===== src/rtl/blink_key_loader.sv =====
// Round-key staging buffer for the Blink-128 core.
// Define BLINK_KEY_SHADOW_EN for shadow bank + atomic commit.
module blink_key_loader #(
  parameter int N     = 128,
  parameter int WORDS = 8
) (
  input  logic                 clk,
  input  logic                 rst,
  input  logic                 kin_valid,
  input  logic [N-1:0]         kin_data,
  input  logic                 kin_last,
  output logic                 kin_ready,
  input  logic                 hold,
  output logic [N*WORDS-1:0]   K0,
  output logic                 key_valid,
  output logic                 err_len
);

  localparam int CW = (WORDS > 1) ? $clog2(WORDS) : 1;
  localparam logic [CW-1:0] LAST = CW'(WORDS - 1);

  logic [CW-1:0] cnt;
  logic          xfer;
  logic          at_last;
  logic          done;
  logic          abort;

  assign xfer    = kin_valid & kin_ready;
  assign at_last = (cnt == LAST);
  assign done    = xfer & at_last & kin_last;
  assign abort   = xfer & (at_last ^ kin_last);

  always_ff @(posedge clk) begin
    if (rst) begin
      cnt     <= '0;
      err_len <= 1'b0;
    end else begin
      err_len <= abort;
      if (xfer)
        cnt <= (at_last | kin_last) ? '0 : cnt + 1'b1;
    end
  end

`ifdef BLINK_KEY_SHADOW_EN

  typedef enum logic {
    S_LOAD,
    S_COMMIT
  } state_t;

  state_t             state;
  state_t             state_nx;
  logic               commit;
  logic [N*WORDS-1:0] shadow;
  logic [N*WORDS-1:0] staged;

  // staged = shadow bank with the current word merged in
  always_comb begin
    staged = shadow;
    staged[int'(cnt)*N +: N] = kin_data;
    state_nx = state;
    commit   = 1'b0;
    unique case (state)
      S_LOAD: begin
        if (done) begin
          if (hold) state_nx = S_COMMIT;
          else      commit   = 1'b1;
        end
      end
      S_COMMIT: begin
        if (!hold) begin
          commit   = 1'b1;
          state_nx = S_LOAD;
        end
      end
    endcase
  end

  always_ff @(posedge clk) begin
    if (rst) begin
      state     <= S_LOAD;
      kin_ready <= 1'b1;
      shadow    <= '0;
      K0        <= '0;
      key_valid <= 1'b0;
    end else begin
      state     <= state_nx;
      kin_ready <= (state_nx == S_LOAD);
      if (xfer)
        shadow <= staged;
      if (commit) begin
        K0        <= (state == S_LOAD) ? staged : shadow;
        key_valid <= 1'b1;
      end
    end
  end

`else

  assign kin_ready = !hold;

  // words land straight in K0; key_valid tracks set completeness
  always_ff @(posedge clk) begin
    if (rst) begin
      K0        <= '0;
      key_valid <= 1'b0;
    end else if (xfer) begin
      K0[int'(cnt)*N +: N] <= kin_data;
      if (cnt == '0)
        key_valid <= 1'b0;
      if (done)
        key_valid <= 1'b1;
      else if (abort)
        key_valid <= 1'b0;
    end
  end

`endif

endmodule


===== config.mk =====
export PLATFORM = sky130hd
export DESIGN_NAME = blink_key_loader
export DESIGN_NICKNAME = d
export VERILOG_FILES = /design/src/rtl/blink_key_loader.sv
export SDC_FILE = /design/constraint.sdc
export NUM_CORES = 2
export LEC_CHECK = 0
export ABC_AREA = 1
export CORE_AREA = 3 3 455 457
export DETAILED_ROUTE_END_ITERATION = 8
export DIE_AREA = 0 0 458 460
export GPL_TIMING_DRIVEN = 0
export HOLD_SLACK_MARGIN = 0.05
export PLACE_DENSITY = 0.51
export SYNTH_ARGS = -nofsm -noshare
export SYNTH_HDL_FRONTEND = slang
export SYNTH_SLANG_ARGS = --single-unit

===== constraint.sdc =====
create_clock -name clk -period 2.1 [get_ports clk]
set_input_delay 0.525 -clock clk [delete_from_list [all_inputs] [get_ports clk]]
set_output_delay 0.525 -clock clk [all_outputs]
set_load 0.01 [all_outputs]

== Word-level counts from Yosys, hierarchy flattened ==
Index checks and enable logic that the tools add are counted.

* Register bits: 1029
* Latch bits: 0
* Memory bits (writable): 0
* ROM bits: 0
* Bits of input ports: 133
* Output and inout bits: 1027
* Memories: 0

* Add/sub/neg operators: 2
* $mul: 0
* Divide/modulo/power cells: 0
* Magnitude comparators: 0
* Equal/unequal tests: 1
* Shift operators: 2
* Multiplexer cells: 5
* Bitwise gates (word level): 6
* Reductions and logical operators: 4

{| class="wikitable"
|+ Operator list
! cell !! count
|-
| bitwise mux 1024 bit || 1
|-
| variable shift 128 x 33 -> 1024 bit (first input constant) || 1
|-
| indexed part select 128 x 33 -> 1024 bit || 1
|-
| negation 10 -> 33 bit || 1
|-
| AND 1 bit || 4
|-
| adder 3 x 1 -> 3 bit (second input constant) || 1
|-
| equality test 3 bit (second input constant) || 1
|-
| logical NOT 3 bit || 1
|-
| two-way mux 1 bit || 3
|-
| two-way mux 3 bit || 1
|-
| nonzero test 3 bit || 1
|-
| AND reduction 2 bit || 1
|-
| logical NOT 1 bit || 1
|-
| bitwise OR 1 bit || 1
|-
| bitwise XOR 1 bit || 1
|}

== Depth between registers and ports, before layout ==
* Depth after elaboration: 6
* Depth in mapped cells: 13
* Mapped depth without buffers: 10

== Worst setup path after synthesis ==
OpenSTA, ideal clock, no wires.

* Path type: flip-flop to flip-flop
* From: reg cnt[0]
* To: reg K0[871]
* Library setup time: 0.113 ns
* Arrival: 1.936 ns
* Data required time: 1.987 ns
* Path slack: 0.052 ns
* Cell stages (with the launch flop): 13
* Clock period less this slack: 2.048 ns
* Cell sequence: dfxtp_1 > buf_4 > inv_4 > ha_1 > ha_1 > inv_2 > buf_2 > nand3_1 > nor2_4 > buf_2 > nand2_1 > nand2_1 > nor2_1

* Word-level cells in the longest chain between the ends: 3

{| class="wikitable"
|+ RTL lines
! item !! RTL line !! source
|-
| start, declared || 22 || <nowiki>logic [CW-1:0] cnt;</nowiki>
|-
| start signal, assigned || 40 || <nowiki>cnt <= (at_last | kin_last) ? '0 : cnt + 1'b1;</nowiki>
|-
| negation 10 -> 33 bit * || 108 || <nowiki>K0[int'(cnt)*N +: N] <= kin_data;</nowiki>
|-
| indexed part select 128 x 33 -> 1024 bit / variable shift 128 x 33 -> 1024 bit (equally long branches) || 108 ||
|-
| bitwise mux 1024 bit * || 108 ||
|-
| end signal, assigned by index || 108 ||
|-
| end, declared || 14 || <nowiki>output logic [N*WORDS-1:0] K0,</nowiki>
|}

Mark *: on every way between the ends. The rest lies on a longest branch, timed or not.
A chain may end at the register's enable or synchronous reset.

== Final worst setup path ==
* From: reg cnt[0]
* To: reg K0[477]

The elaborated chain is that of the path after synthesis.

==> results.sh <==
export IMPL_outcome="finished with violations"
export IMPL_failed_checks="setup timing"
export IMPL_dpl_worst_slack_ns=-1.95
export IMPL_timing_setup_tns_ns=-124.38
export IMPL_clockPowerShare_pct=48.2
export IMPL_ys_ff_latch=1029
export IMPL_hp_class="input port to flip-flop"
export IMPL_synth_area_per_cell_um2=6.79
export IMPL_hpwl_um=209000
export IMPL_start_util_pct=19.8
export IMPL_yosys_area_top_type="dfxtp_1"
export IMPL_routed_wl_um=280000
export IMPL_netlist_top_cells_count="1799 x nor2_1, 1529 x nand2_1, 1029 x dfxtp_1"
export IMPL_ys_flop_type="dfxtp_1"
export IMPL_synth_most_common_cell="nor2_1"
export IMPL_final_nets=7510
export IMPL_drc=0
export IMPL_area_delta_synth_final_pct=61.4
export IMPL_cts_hold_buffers_added=0
export IMPL_cp_arrival_ns=2.96
export IMPL_required_ns=2.75
export IMPL_hold_violations=0
export IMPL_seqPwrFrac_pct=41.9
export IMPL_synth_edf_count=0
export IMPL_worstMarginPinSlew_ns=1.15
export IMPL_rsz0062_at_grt="yes"
export IMPL_ys_types=23
export IMPL_die_h_um=460
export IMPL_core_area_mm2=0.204
export IMPL_fmax_mhz=434
export IMPL_path_clk_slew_ns=0.06
export IMPL_cts_sinks=1029
export IMPL_yosysTopAreaCellShare_pct=51.1
export IMPL_vias_per_cell=4.35
export IMPL_finalNonFillerCells=10200
export IMPL_vdd_ir_drop_max_uv=694
export IMPL_ctsHtreeMaxLevel=4
export IMPL_syn_inst=5938
export IMPL_cts_root_buf="clkbuf_16"
export IMPL_critPathKind="flip-flop to flip-flop"
export IMPL_drt_initial_drc_count=3747
export IMPL_placedCellCount=9793
export IMPL_maxSlewHeadroom_pct=23.1
export IMPL_period_needed_ns=2.31
export IMPL_async_flop_share_pct=0
export IMPL_fin_worst_skew_ns=0.0324
export IMPL_gp_congestion=0.920
export IMPL_crit_path_start_kind="flip-flop"
export IMPL_power_frac_comb_pct=10.0
export IMPL_firstDrtPassIters=6
export IMPL_fin_util_pct=31.9
export IMPL_p_per_area_mw_per_mm2=731
export IMPL_ioPinCount=1160
export IMPL_die_x_um=458
export IMPL_finalCritPeriodShare_pct=110
export IMPL_seq_area_frac_synth_pct=51.1
export IMPL_synth_area_mm2=0.0403
export IMPL_grt_ovfl_total=0
export IMPL_grt_pass1_vias=41800
export IMPL_num_rows=166
export IMPL_numCtsBuffers=131
export IMPL_nFillCells=22200
export IMPL_fin_ws_ns=-0.206
export IMPL_cts_tree="yes"
export IMPL_layout_drive_gt1_share_pct=11.6
export IMPL_insertion_delay_ns=0.77
export IMPL_port_buffers=1159
export IMPL_cp_max_fo=10
export IMPL_antenna_found_initial=50
export IMPL_synth_area_leaders="dfxtp_1 51%, nor2_1 17%, nand2_1 14%"
export IMPL_end_kind="flip-flop"
export IMPL_p_int_mw=34.4
export IMPL_finalMaxSlewViolations=0
export IMPL_leakage_nw=32.1
export IMPL_ctsLongestPathBuffers=3
export IMPL_p_sw_share_pct=27.7
export IMPL_die_area_mm2=0.211
export IMPL_cap_violations=0
export IMPL_final_antenna_net_count=0
export IMPL_wl_per_cell_um=27.5
export IMPL_finalSetupViolCount=1489
export IMPL_grt_max_degree=20
export IMPL_synth_warnings=0
export IMPL_grt_usage_pct=25.2
export IMPL_syn_nets=6077
export IMPL_p_switching_mw=13.2
export IMPL_grt_pass1_wl_um=364000
export IMPL_vias=44300
-- cell usage in the layout, fill, tap and decap left out, types with 6 or more instances in the layout --
| master | synthesis | routed |
|---|---|---|
| a21oi_1 | 129 | 99 |
| a21oi_2 | 0 | 30 |
| buf_12 | 0 | 78 |
| buf_16 | 0 | 45 |
| buf_2 | 157 | 51 |
| buf_4 | 31 | 73 |
| buf_6 | 4 | 56 |
| buf_8 | 0 | 35 |
| bufinv_16 | 0 | 6 |
| clkbuf_1 | 174 | 137 |
| clkbuf_16 | 0 | 155 |
| clkbuf_2 | 0 | 28 |
| clkbuf_4 | 0 | 16 |
| clkbuf_8 | 0 | 30 |
| clkdlybuf4s50_1 | 0 | 769 |
| clkinv_2 | 0 | 21 |
| clkinvlp_4 | 0 | 9 |
| dfxtp_1 | 1029 | 1010 |
| dfxtp_2 | 0 | 17 |
| diode_2 | 0 | 18 |
| dlygate4sd2_1 | 0 | 250 |
| dlymetal6s2s_1 | 0 | 129 |
| inv_1 | 605 | 601 |
| inv_6 | 0 | 8 |
| nand2_1 | 1529 | 1422 |
| nand2_2 | 1 | 69 |
| nand2_4 | 0 | 36 |
| nand3_1 | 27 | 23 |
| nand4_1 | 79 | 79 |
| nor2_1 | 1799 | 1750 |
| nor2_2 | 5 | 28 |
| nor2_4 | 3 | 29 |
| nor3_1 | 11 | 10 |
| o21ai_0 | 299 | 256 |
| o21ai_1 | 21 | 52 |
| o21ai_2 | 0 | 12 |
-- power groups by stage --
stage	clock network (mW)	registers, mW	logic, mW
CTS	23.3	19.9	4.56
detailed placement	0	20.3	4.14
global route	24.0	19.9	4.99
global placement	0	20.3	4.10
finish	22.9	19.9	4.73
floorplan	0	20.4	1.56
-- critical path: stages, from the launching register on --
cell      delay, ns
dfxtp_4        0.38
inv_8          0.03
ha_4           0.17
ha_4           0.19
inv_4          0.09
nand2_2        0.09
nor2_2         0.14
nand3_2        0.20
buf_12         0.25
clkbuf_4       0.26
o21ai_1        0.21
nor2_1         0.06
-- logic make-up (layout without fill, tap and decap cells) --
logic type      count (synthesis)  after routing  share of synthesized area, %
flops                        1029           1029                          51.1
compound gates                456            456                          5.70
other cells                     0             18                             0
buf+inv                       993           2524                          10.1
simple gates                 3454           3454                          32.9
fa+ha+maj                       6              6                         0.186
-- stage by stage --
stage	cell area [um2]	power [mW]	hold slack (ns)
floorplan	40300	22.0	0.468
global placement	55300	24.4	0.433
detailed placement	55400	24.5	0.442
CTS	63000	47.8	0.321
global route	65000	48.9	0.366
finish	65000	47.5	0.417
-- sequential cells by signal, summed over array words and instances, names as in the netlist --
register and count:
K0 1024, cnt 3, err_len 1, key_valid 1
-- what timing repair did --
item,in CTS,in global routing
pin swaps,41,54
gates cloned,37,18
buffers inserted,69,18
setup endpoints to repair,2056,1886
gates resized for setup,899,523
-- path summary, 6_finish.rpt --
kind	from	end	slack (ns)	cells after the start
setup / recovery	cnt[0]	K0[477]	-0.21	11
hold / removal	kin_last	key_valid	0.42	3
setup reg to reg	cnt[0]	K0[477]	-0.21	11
hold reg to reg	K0[1022]	K0[1022]	0.44	2
-- layer usage --
layer / GRT usage (%) / wire length [um] / vias up
met1: 28.8 / 109000 / 21100
met3: 8.82 / 26500 / 369
met5: 0 / 112 / -
met2: 42.8 / 132000 / 2020
met4: 9.65 / 12200 / 16
li1: - / - / 20700
-- cell type report --
| class | instances | area, um2 | share of cell area, % |
|---|---|---|---|
| timing repair buffer | 1309 | 14300 | 22.0 |
| antenna | 18 | 45.0 | 0.0693 |
| sequential | 1029 | 20600 | 31.7 |
| clock buffer | 179 | 3660 | 5.63 |
| buffer | 372 | 3490 | 5.37 |
| inverter | 612 | 2340 | 3.59 |
| tap | 2688 | 3360 | 5.17 |
| multi-input combinational | 3916 | 16600 | 25.5 |
| clock inverter | 52 | 611 | 0.939 |
No activity file was read; power rests on OpenSTA's default activity.
